## src/rtl/dec_seq_pkg.sv

```systemverilog
// Shared types and constants for the dec_seq one-hot decoder/sweeper.
// The SWEEP state only exists when DEC_SEQ_SWEEP_EN is defined.
package dec_seq_pkg;

  localparam int HOLD_W = 8;

  typedef enum logic [1:0] {
    IDLE  = 2'd0,
    HOLD  = 2'd1
`ifdef DEC_SEQ_SWEEP_EN
    ,
    SWEEP = 2'd2
`endif
  } state_e;

endpackage

```

## src/rtl/dec_seq_if.sv

```systemverilog
// Request/response bundle between a requester (master) and dec_seq (slave).
interface dec_seq_if #(
  parameter int IN_W = 4
);
  localparam int OUT_W = 2 ** IN_W;

  logic             en;
  logic             in_valid;
  logic             in_ready;
  logic [IN_W-1:0]  in;
  logic             sweep;
  logic [OUT_W-1:0] out;
  logic             out_valid;
  logic             busy;
  logic             done;

  modport master (
    output en, in_valid, in, sweep,
    input  in_ready, out, out_valid, busy, done
  );

  modport slave (
    input  en, in_valid, in, sweep,
    output in_ready, out, out_valid, busy, done
  );
endinterface

```

## src/rtl/dec_hold_timer.sv

```systemverilog
// Reloadable down-counter that pulses expire on the enabled cycle its count is zero.
module dec_hold_timer
  import dec_seq_pkg::*;
(
  input  logic              clk,
  input  logic              rst,
  input  logic              load,
  input  logic              enable,
  input  logic [HOLD_W-1:0] load_val,
  output logic              expire
);

  logic [HOLD_W-1:0] cnt_r;

  assign expire = enable && !load && (cnt_r == {HOLD_W{1'b0}});

  // Count register: load wins, then reload on expiry, otherwise count down while enabled
  always_ff @(posedge clk or posedge rst) begin
    if (rst) begin
      cnt_r <= {HOLD_W{1'b0}};
    end else if (load) begin
      cnt_r <= load_val;
    end else if (enable) begin
      if (cnt_r == {HOLD_W{1'b0}}) begin
        cnt_r <= load_val;
      end else begin
        cnt_r <= cnt_r - {{(HOLD_W-1){1'b0}}, 1'b1};
      end
    end else begin
      cnt_r <= cnt_r;
    end
  end

endmodule

```

## src/rtl/dec_seq.sv

```systemverilog
// One-hot decoder with optional timed sweep (enabled by macro DEC_SEQ_SWEEP_EN).
// en low freezes all state and blanks out/out_valid.
module dec_seq
  import dec_seq_pkg::*;
#(
  parameter int IN_W     = 4,
  parameter int HOLD_CYC = 1
) (
  input logic     clk,
  input logic     rst,
  dec_seq_if.slave bus
);

  localparam int OUT_W = 2 ** IN_W;
  localparam logic [OUT_W-1:0] ONE = OUT_W'(1);

  state_e           state_r, state_s;
  logic [OUT_W-1:0] out_r, out_s;
  logic             ready_r;
  logic             accept_s;

`ifdef DEC_SEQ_SWEEP_EN
  localparam logic [IN_W-1:0]   LAST    = IN_W'(OUT_W - 1);
  localparam logic [HOLD_W-1:0] HOLD_LD = HOLD_W'(HOLD_CYC - 1);

  logic [IN_W-1:0] idx_r, idx_s;
  logic [IN_W-1:0] steps_r, steps_s;
  logic            done_r, done_s;
  logic            expire_s;

  dec_hold_timer u_hold (
    .clk      (clk),
    .rst      (rst),
    .load     (accept_s && bus.sweep),
    .enable   (bus.en && (state_r == SWEEP)),
    .load_val (HOLD_LD),
    .expire   (expire_s)
  );

  assign bus.in_ready = ready_r && (state_r != SWEEP);
  assign bus.busy     = (state_r == SWEEP);
  assign bus.done     = done_r && bus.en;
`else
  assign bus.in_ready = ready_r;
  assign bus.busy     = 1'b0;
  assign bus.done     = 1'b0;
`endif

  assign accept_s      = bus.in_valid && bus.in_ready && bus.en;
  assign bus.out       = bus.en ? out_r : {OUT_W{1'b0}};
  assign bus.out_valid = bus.en && (state_r != IDLE);

  // Next-state and next-output logic; everything holds while en is low
  always_comb begin
    state_s = state_r;
    out_s   = out_r;
`ifdef DEC_SEQ_SWEEP_EN
    idx_s   = idx_r;
    steps_s = steps_r;
    done_s  = 1'b0;
`endif
    if (!bus.en) begin
      state_s = state_r;
    end else begin
      case (state_r)
        IDLE, HOLD: begin
          if (accept_s) begin
            out_s = ONE << bus.in;
`ifdef DEC_SEQ_SWEEP_EN
            idx_s   = bus.in;
            steps_s = {IN_W{1'b0}};
            state_s = bus.sweep ? SWEEP : HOLD;
`else
            state_s = HOLD;
`endif
          end else begin
            state_s = state_r;
          end
        end
`ifdef DEC_SEQ_SWEEP_EN
        SWEEP: begin
          if (expire_s) begin
            if (steps_r == LAST) begin
              state_s = IDLE;
              out_s   = {OUT_W{1'b0}};
              idx_s   = {IN_W{1'b0}};
              steps_s = {IN_W{1'b0}};
              done_s  = 1'b1;
            end else begin
              // idx wraps naturally from OUT_W-1 back to 0
              idx_s   = idx_r + IN_W'(1);
              steps_s = steps_r + IN_W'(1);
              out_s   = ONE << idx_s;
            end
          end else begin
            state_s = state_r;
          end
        end
`endif
        default: begin
          state_s = IDLE;
          out_s   = {OUT_W{1'b0}};
        end
      endcase
    end
  end

  // State and output registers
  always_ff @(posedge clk or posedge rst) begin
    if (rst) begin
      state_r <= IDLE;
      out_r   <= {OUT_W{1'b0}};
      ready_r <= 1'b0;
    end else begin
      state_r <= state_s;
      out_r   <= out_s;
      ready_r <= 1'b1;
    end
  end

`ifdef DEC_SEQ_SWEEP_EN
  // Sweep position, step count and done pulse
  always_ff @(posedge clk or posedge rst) begin
    if (rst) begin
      idx_r   <= {IN_W{1'b0}};
      steps_r <= {IN_W{1'b0}};
      done_r  <= 1'b0;
    end else begin
      idx_r   <= idx_s;
      steps_r <= steps_s;
      done_r  <= done_s;
    end
  end
`endif

endmodule

```

## src/flat_wrapper.sv

```systemverilog
// flat-port wrapper written by rule: the top's interface ports become plain ports
module dec_seq_flat import dec_seq_pkg::*;
#(
  parameter int IN_W     = 4,
  parameter int HOLD_CYC = 1
)
  (clk, rst, bus_en, bus_in_valid, bus_in, bus_sweep, bus_in_ready, bus_out, bus_out_valid, bus_busy, bus_done);
  dec_seq_if #(.IN_W(IN_W)) bus_i ();
  input logic clk;
  input logic rst;
  input wire logic [$bits(bus_i.en)-1:0] bus_en;
  input wire logic [$bits(bus_i.in_valid)-1:0] bus_in_valid;
  input wire logic [$bits(bus_i.in)-1:0] bus_in;
  input wire logic [$bits(bus_i.sweep)-1:0] bus_sweep;
  output wire logic [$bits(bus_i.in_ready)-1:0] bus_in_ready;
  output wire logic [$bits(bus_i.out)-1:0] bus_out;
  output wire logic [$bits(bus_i.out_valid)-1:0] bus_out_valid;
  output wire logic [$bits(bus_i.busy)-1:0] bus_busy;
  output wire logic [$bits(bus_i.done)-1:0] bus_done;
  assign bus_i.en = bus_en;
  assign bus_i.in_valid = bus_in_valid;
  assign bus_i.in = bus_in;
  assign bus_i.sweep = bus_sweep;
  assign bus_in_ready = bus_i.in_ready;
  assign bus_out = bus_i.out;
  assign bus_out_valid = bus_i.out_valid;
  assign bus_busy = bus_i.busy;
  assign bus_done = bus_i.done;
  dec_seq #(.IN_W(IN_W), .HOLD_CYC(HOLD_CYC)) u_core (.clk(clk), .rst(rst), .bus(bus_i));
endmodule
```

## config.mk

```make
export PLATFORM = sky130hd
export DESIGN_NAME = dec_seq_flat
export DESIGN_NICKNAME = d
export VERILOG_FILES = /design/src/rtl/dec_seq_pkg.sv /design/src/rtl/dec_seq_if.sv /design/src/rtl/dec_hold_timer.sv /design/src/rtl/dec_seq.sv /design/src/flat_wrapper.sv
export SDC_FILE = /design/constraint.sdc
export NUM_CORES = 1
export LEC_CHECK = 0
export CAP_MARGIN = 5
export CORE_UTILIZATION = 50
export CTS_CLUSTER_SIZE = 14
export DETAILED_ROUTE_END_ITERATION = 10
export PLACE_DENSITY = 0.83
export SYNTH_ARGS = -nofsm -noshare
export SYNTH_HDL_FRONTEND = slang
export SYNTH_SLANG_ARGS = --single-unit
export TNS_END_PERCENT = 20
```

## constraint.sdc

```tcl
create_clock -name clk -period 2.7 [get_ports clk]
set_input_delay 0.81 -clock clk [delete_from_list [all_inputs] [get_ports clk]]
set_output_delay 0.81 -clock clk [all_outputs]
set_load 0.005 [all_outputs]
```

After elaboration in Yosys (flattened, before gate mapping)
Cells that the tools add are included.
{"block": "word_totals", "ff_bits": 19, "input_bits": 9, "out_inout_bits": 20, "elab_cells": 18}
{"block": "op_classes", "n_eq_ne": 2, "shifts": 1, "n_mux": 5, "n_reduce_logical": 7}
{"operator": "16-bit 2-to-1 mux", "n": 3}
{"operator": "1-bit by 4-bit << shifter with 16-bit output (first input constant)", "n": 1}
{"operator": "2-bit 2-to-1 mux", "n": 2}
{"operator": "1-bit logical AND", "n": 3}
{"operator": "2-bit by 1-bit equality test with 1-bit output (second input constant)", "n": 1}
{"operator": "2-bit logical NOT", "n": 1}
{"operator": "2-bit by 1-bit inequality test with 1-bit output (second input constant)", "n": 1}
{"operator": "2-bit AND reduction", "n": 1}
{"operator": "2-bit nonzero test", "n": 1}
{"operator": "2-bit OR reduction", "n": 1}

Logic depth before layout (Yosys ltp)
{"block": "depth", "word_depth": 4, "mapped_depth": 4, "ltp_nobuf": 2}

Worst setup path before layout
Ideal clock, no wire load.
{"block": "synth_timing", "kind": "input-to-output", "from": "in bus_en", "to": "out bus_out[10]", "arrival_time_ns": 1.139, "required_ns": 1.890, "setup_slack_ns": 0.751, "stages": 2, "n_path_buf": 1, "path_cell_list": "clkbuf_1 -> and2_1"}
{"block": "synth_between", "elab_chain_cells": 1}
{"element": "start, declared", "line_no": "flat_wrapper.sv:11", "text": "input wire logic [$bits(bus_i.en)-1:0] bus_en;"}
{"element": "16-bit 2-to-1 mux", "line_no": "dec_seq.sv:50", "text": "assign bus.out = bus.en ? out_r : {OUT_W{1'b0}};"}
{"element": "end, declared", "line_no": "flat_wrapper.sv:16", "text": "output wire logic [$bits(bus_i.out)-1:0] bus_out;"}
Every way passes these cells.

Worst setup path after layout
{"block": "layout_timing", "from": "in bus_en", "to": "out bus_out[3]"}
Same word-level chain as after synthesis.

==> reports/qor.yml <==
setup_path:
  critPathBufInv: 3
  worst_ep_arrival_time_ps: 1820
  critPathKind: "primary input to output port"
  path_max_fanout: 11
  cp-start-kind: "primary input"
  crit_chain: "dlygate4sd2_1 -> buf_6 -> and2_2 -> clkdlybuf4s50_1"
  path_delay_family: "buffers and inverters"
  timing.rr.start: "u_core.bus.in_ready"
  reg2reg_depth: 3
  worstReg2RegEnd: "u_core.out_r[13]"
  crit_slowest_cell: "clkdlybuf4s50_1"
  max_stage_delay_ps: 440
  required_ps: 1890
  endpoint_kind: "output port"
  r2r_slack_ps: 1520
layout:
  diodes: 0
  mostFrequentLayoutCells: "24 x clkdlybuf4s50_1, 18 x dfrtp_1, 10 x and2_1, 8 x mux2_4"
  syn2layout_area_growth_pct: 28.7
  final_cell_area_um2: 1310
  utilization: 0.721
  layout.cells.non_filler: 131
  multi_input_area_um2: 495
  nFillCells: 145
  finalNetCount: 116
  regArea_um2: 450
  layout-drive-gt1-share: 0.283
  layout_commonest_cell: "clkdlybuf4s50_1"
clocking:
  cts_resized: 3
  tritoncts: "yes"
  insertion_delay_ps: 290
  clockRootBuffer: "clkbuf_4"
  clock-sinks: 18
  htree_levels: 1
  path_clk_slew_ps: 100
  holdBufCountCts: 0
  numCtsBuffers: 3
  cts_setup_buffers: 0
  clockBufferDepth: 2
routing:
  vias: 684
  routed_wl_mm: 1.79
  wl_per_cell_um: 13.6
  drt-vias-per-instance: 5.22
  route.detailed.drc: 0
  antenna_left: 0
  first_pass_iters: 3
  drt_iter0_drc: 5
power:
  powerDensity_nw_per_um2: 419
  power.total_uw: 550
  power_leakage_nw: 0.591
  vdd.ir_drop.worst_v: 0.000377
hold_path:
  hold_path.class: "flop to flop"
  holdPathEnd: "u_core.state_r[0]"
  whs_path_depth: 1
  hp-start: "u_core.state_r[0]"
run_status:
  status: "finished, final reports clean"
placed_design:
  port_buffers: 25
  pre_cts_ws_ps: -189
  gp_congestion: 0.640
  placed_area_um2: 1270
  dpl.hpwl_mm: 1.23
  placedCellCount: 127
yosys:
  synth_top_area_cell: "dfrtp_1"
  synth-edff-count: 0
  async_flop_share: 1.00
  synthesis.area_um2: 1020
  ys_ff_latch: 18
  synth_area_leaders: "dfrtp_1 44%, mux2_4 12%, mux2_2 7.7%, and2_1 6.1%, nor4bb_1 5.9%"
  seq_area_frac_synth: 0.442
  synthCells: 82
  ys_dominant_reg_cell: "dfrtp_1"
  avgSynthCellArea_um2: 12.4
  yosysWarnings: 0
  yosysTopAreaCellShare: 0.442
  synth_cell_type_count: 20
floorplan:
  chipHeight_um: 47.2
  core_um2: 1820
  initial_core_util: 0.560
  die_area_um2: 2220
  die_w_um: 47.2
  fp-row-count: 15
  pin_count: 29
global_routing:
  grt_pass1_vias: 644
  antenna_found_initial: 0
  grt_pass1_wl_mm: 2.87
  grt_use_total: 0.184
  grt_max_degree: 19
  grt_overflow: 0
sta:
  worstMarginPinSlew_ps: 670
  fin_skew_ps: 3.55
  post-route-period-util: 0.975
  finalHoldViolCount: 0
  timing.fmax_mhz: 380
  slew_viol_final: 0
  worst_hold_slack_ps: 470
  rsz0062_at_grt: "false"
  finalCriticalPeriod_ps: 2630
  fin_ws_ps: 66.9
  setup_viol: 0
  tns_ps: 0
  slew_headroom: 0.553
flow_run:
  max_cap_viol_count: 0
==> registers in the layout (all words and copies together), names as in the netlist <==
name / count
u_core.bus.in_ready: 1
u_core.out_r: 16
u_core.state_r: 1
==> worst max-delay path by stage <==
| stage | cells after the start | from | slack (ps) | end |
|---|---|---|---|---|
| 6_report | 4 | bus_en | 70 | bus_out[3] |
| 5_1_grt | 4 | bus_en | 20 | bus_out[9] |
| 4_1_cts | 4 | bus_en | 60 | bus_out[7] |
| 3_5_place_dp | 4 | bus_en | -190 | bus_out[7] |
| 3_3_place_gp | 4 | bus_en | -180 | bus_out[6] |
| 2_1_floorplan | 2 | bus_en | 750 | bus_out[10] |
==> power by group <==
group	switching [mW]	internal, mW
registers	0.00724	0.284
clock network	0.0834	0.0820
logic	0.0372	0.0562
==> layout make-up <==
| type | count | area share |
|---|---|---|
| Inverter | 2 | 0.00572 |
| Timing Repair Buffer | 28 | 0.222 |
| Tap cell | 25 | 0.0238 |
| Clock buffer | 4 | 0.0276 |
| Multi-Input combinational cell | 54 | 0.378 |
| Sequential cell | 18 | 0.343 |
==> synthesized netlist by cell type, types with 2 or more instances <==
cell type   n
nor4b_1     4
inv_1       2
conb_1      2
buf_2       4
mux2_2      7
and2_2      7
mux2_4      8
dfrtp_1    18
nor4bb_1    6
buf_4       2
and2_1     10
and4b_1     4
==> kinds of logic after synthesis <==
group                  after synthesis  share of synthesized area
muxes                               16                      0.205
DFF                                 18                      0.442
other                                2                    0.00736
and+or+nand+nor                     35                      0.270
buffers and inverters               11                     0.0761
==> per-layer routing <==
layer / up-vias / GRT usage / share of wire
li1: 330 / - / -
met1: 335 / 0.226 / 0.46
met2: 19 / 0.336 / 0.51
met3: 0 / 0.0231 / 0.033
met4: 0 / 0.0514 / 0
met5: - / 0 / 0
No activity file was read; power rests on OpenSTA's default activity.
==> patch 1: new RTL, same flow settings <==
`IN_W` is set to 4 in 3 places; all go to 5.
--- a/src/rtl/dec_seq_if.sv
+++ b/src/rtl/dec_seq_if.sv
@@ -1,6 +1,6 @@
 // Request/response bundle between a requester (master) and dec_seq (slave).
 interface dec_seq_if #(
-  parameter int IN_W = 4
+  parameter int IN_W = 5
 );
   localparam int OUT_W = 2 ** IN_W;
 
--- a/src/rtl/dec_seq.sv
+++ b/src/rtl/dec_seq.sv
@@ -3,7 +3,7 @@
 module dec_seq
   import dec_seq_pkg::*;
 #(
-  parameter int IN_W     = 4,
+  parameter int IN_W     = 5,
   parameter int HOLD_CYC = 1
 ) (
   input logic     clk,
--- a/src/flat_wrapper.sv
+++ b/src/flat_wrapper.sv
@@ -1,7 +1,7 @@
 // flat-port wrapper written by rule: the top's interface ports become plain ports
 module dec_seq_flat import dec_seq_pkg::*;
 #(
-  parameter int IN_W     = 4,
+  parameter int IN_W     = 5,
   parameter int HOLD_CYC = 1
 )
   (clk, rst, bus_en, bus_in_valid, bus_in, bus_sweep, bus_in_ready, bus_out, bus_out_valid, bus_busy, bus_done);
Interface: changed (resized bus_in and bus_out); port bits go from 29 to 46. The function was not compared with the original's and may differ.
==> patch 1 against the original RTL <==
  * Critical endpoint is now bus_out[1]
  * Maximum frequency up 1.0%
  * Setup slack better by 0.027 ns
  * Final area up 65%
  * First-iteration DRC count rose to 12 times the old value
  * Sequential cell count up 16
  * Synthesized area up 64%
  * Wire length up 110%
  * Power up 73%
==> patch 1: results (changes against the original RTL) <==
Worst Path Max Fanout 20 (+9); maximum vdd ir drop 327 µV (-13%); number of global-route vias before repair 1328 (+110%); post-CTS setup buffers 0 (unchanged); max cap viols 0 (unchanged); layout cell share with drive strength beyond 1 9.94% (-18 points); Layout Skew 0.0105 ns (+0.00700 ns); Routed WL per cell 16.7 µm (+23%); top post-synthesis cells by count 36 x and2_1, 34 x dfrtp_1, 24 x a32o_1; pin count of the biggest net entering global routing 35 (+16); most flop-heavy register u_core.out_r; outcome completed; clk_lat worst skew 0.34 ns (+0.05 ns); via/cell ratio 6.00 (+15%); Final #Nets 190 (+64%); final HPWL from detailed placement 2480 µm (+100%); final hold vios 0 (unchanged); clock root buffer clkbuf_4; Clock Path Buffers 2 (unchanged); fill count 264 (+82%); antenna cells 0 (unchanged); drt pass-1 iters 4 (+1); Synthesis Warnings 0 (unchanged); first-pass GRT wire length 6350 µm (+120%); sw frac 25.7% (+2.5 points); post-synthesis sequential area ratio 51.0% (+6.8 points); # port buffers 42 (+68%); critical path arrival 1.80 ns (-0.02 ns); Cells after Synth 140 (+71%); TritonCTS Buffers 5 (+2); Inst Count DP 216 (+70%); Area contributors post-synth dfrtp_1 51%, a32o_1 14%, and2_1 13%; max reg flops 32 (+16); Min-Delay Path Class reg -> reg; Reg clk slew, reported paths 0.11 ns; Initial DRC Count 62 (+57); Most used DFF post-synth dfrtp_1; gr usage total 24.6% (+6.2 points); FFs w/ async S/R, synth 100% (unchanged); antenna violations before repair 0 (unchanged); Yosys cell types 23 (+15%); Post-Layout Cell Count 225 (+72%); actual slew at the worst max-slew pin 0.666 ns (-0.00363 ns); gpl congestion 0.757 (+18%); H-tree depth 2 (+1); P_leak 0.000908 µW (+54%)
[patch 1: cell count changes in the layout (fill, tap and decap cells not counted), sizes merged, moves of 3 or more]
cell	before	now
nor2b	0	3
clkdlybuf4s50	24	41
o2bb2ai	0	8
mux2	15	0
nor4b	4	0
and2	17	36
nand4b	0	4
buf	3	7
dfrtp	18	34
a32o	0	24
nor4bb	6	0
[patch 1: through the flow]
| stage | utilization, % | area (µm²) | TNS [ns] | total power [µW] | setup slack [ns] |
|---|---|---|---|---|---|
| 5_1_grt | 70.0 | 2170 | 0 | 1000 | 0.0593 |
| 3_3_place_gp | 67.2 | 2090 | -7.87 | 655 | -0.258 |
| 2_1_floorplan | - | 1670 | 0 | 609 | 0.609 |
| 6_report | 70.0 | 2170 | 0 | 954 | 0.0943 |
| 4_1_cts | 70.2 | 2180 | 0 | 962 | 0.0120 |
| 3_5_place_dp | 67.2 | 2090 | -8.23 | 660 | -0.265 |
[patch 1: final cells by class]
cell class / instances / area share, %
clock inverters: 2 / 0.576
multi-input cells: 90 / 32.5
well taps: 44 / 2.53
inverters: 1 / 0.173
flip-flops and latches: 34 / 39.2
clock buffers: 6 / 2.36
repair buffers: 48 / 22.7
[patch 1: worst paths after layout]
kind                                           from           endpoint  slack (ns)  cells past startpoint
max in group asynchronous                       rst    u_core.out_r[8]        1.54                      3
worst max-delay path                         bus_en         bus_out[1]        0.09                      4
min in group asynchronous                       rst   u_core.out_r[30]        0.85                      3
worst min register to register    u_core.state_r[0]  u_core.state_r[0]        0.48                      1
worst min-delay path              u_core.state_r[0]  u_core.state_r[0]        0.48                      1
worst max register to register  u_core.bus.in_ready   u_core.out_r[23]        1.50                      2
[patch 1: what timing repair did]
| item | 4_1_cts | 5_1_grt |
|---|---|---|
| gates cloned | 1 | 0 |
| resized for setup | 4 | 2 |
| endpoints found under the setup margin | 33 | 33 |
| pin swaps | 0 | 0 |
[patch 1: power by group through the flow]
stage / clock, µW / combinational, µW / sequential [µW]
final: 298 / 122 / 534
after global routing: 330 / 133 / 536
after CTS: 305 / 123 / 533
after detailed placement: 0 / 117 / 543
after global placement: 0 / 113 / 542
after floorplan: 0 / 69.2 / 540
[patch 1: per-layer routing]
metal	GRT usage [%]	vias up	wire (µm)
li1	-	604	-
met1	30.3	676	1610
met2	40.3	59	1880
met3	7.58	11	198
met4	9.30	0	80
met5	0	-	0
[patch 1: cell families (layout without fill, tap and decap cells)]
family / count (synthesis) / after routing / synth area share [%]
and+or+nand+nor: 55 / 55 / 23.0
DFF: 34 / 34 / 51.0
AOI/OAI and AO/OA: 32 / 32 / 18.6
buffers and inverters: 17 / 57 / 6.97
other: 2 / 3 / 0.450
[patch 1: critical path: stages]
cell	delay (ns)
buf_2	0.18
buf_12	0.16
and2_1	0.14
clkdlybuf4s50_1	0.50
==> patch 2: new RTL, same settings <==
Made on the original files. The option `DEC_SEQ_SWEEP_EN` is turned on by a define.
--- a/src/rtl/dec_seq_pkg.sv
+++ b/src/rtl/dec_seq_pkg.sv
@@ -1,5 +1,7 @@
 // Shared types and constants for the dec_seq one-hot decoder/sweeper.
 // The SWEEP state only exists when DEC_SEQ_SWEEP_EN is defined.
+`define DEC_SEQ_SWEEP_EN
+
 package dec_seq_pkg;
 
   localparam int HOLD_W = 8;
Formal check against the unedited RTL: not equivalent (Yosys sat finds a counterexample within 4 cycles, from zero or initial values and one cycle with rst high).
==> patch 2 against the original RTL <==
  * Synthesized area grew 110%
  * Highest routed layer is now met4
  * Sequential cell count grew 18
  * Critical path type unchanged
  * Wire length grew to 2.9 times the old value
  * Register-to-register slack lost 0.94 ns
  * Final area grew 110%
  * Non-clock buffer count grew 12
  * Power grew to 4.4 times the old value
  * Setup slack lost 0.016 ns
==> patch 2: results (changes against the original RTL) <==
Cells after Synth 240 (+190%); area of the multi-input gates 1200 µm² (+140%); P_leak 0.00116 µW (+97%); inverters 10 (+8); M1 GR Usage 34.3% (+12 points); area of the core 4090 µm² (+120%); first-pass GRT wire length 8520 µm (+200%); #MultiIn Comb 183 (+240%); clock root buffer clkbuf_8; Inst Count DP 318 (+150%); outcome completed; Reg clk slew, reported paths 0.07 ns (-0.03 ns); Layout Skew 0.0133 ns (+0.00972 ns); Synth Area in Compound Gates 21.6% (+22 points); relative slew slack 45.1% (-10 points); sequential share of cell area 33.2% (-1.1 points); buffering overhead 14.9% (-7.3 points); Reg2Reg Depth 6 (+3); adder-cell share of the synthesized area 4.58% (+4.6 points); top post-synthesis cells by count 36 x dfrtp_1, 23 x and2_1, 21 x nand2_1; Initial DRC Count 198 (+193); number of global-route vias before repair 1800 (+180%); pin count of the biggest net entering global routing 37 (+18); Post-Layout Cell Count 327 (+150%); # port buffers 28 (+12%); H-tree depth 2 (+1); met3 routed WL 281 µm (+380%); #FFs+latches synth 36 (+18); Seq group 863 µW (+200%); critical path arrival 1.84 ns (+0.02 ns); Post-Synth XOR/XNOR Area 0.801% (+0.80 points); Top Metal Used met4; drt pass-1 iters 4 (+1); M1 WL 2410 µm (+190%)
[patch 2: final timing paths]
| path | startpoint | to | slack [ns] |
|---|---|---|---|
| min in group asynchronous | rst | u_core.out_r[15] | 0.92 |
| hold reg to reg | u_core.out_r[10] | u_core.out_r[10] | 0.50 |
| max in group asynchronous | rst | u_core.out_r[0] | 1.45 |
| setup reg to reg | u_core.idx_r[0] | u_core.out_r[0] | 0.58 |
| hold / removal | u_core.out_r[10] | u_core.out_r[10] | 0.50 |
| setup / recovery | bus_en | bus_out[7] | 0.05 |
[patch 2: timing repair]
item / CTS / global route
setup endpoints to repair: 18 / 0
gates resized for setup: 4 / 0
hold buffers: 0 / 0
endpoints found under the hold margin: 0 / 0
[patch 2: kinds of logic (layout without fill, tap and decap cells)]
kind of cell | Yosys count | count (layout)
and+or+nand+nor | 103 | 103
AOI/OAI and AO/OA | 67 | 67
DFF | 36 | 36
buffers and inverters | 21 | 58
adders and majority gates | 8 | 8
xor gates and xnor gates | 2 | 2
muxes | 2 | 2
other | 1 | 1
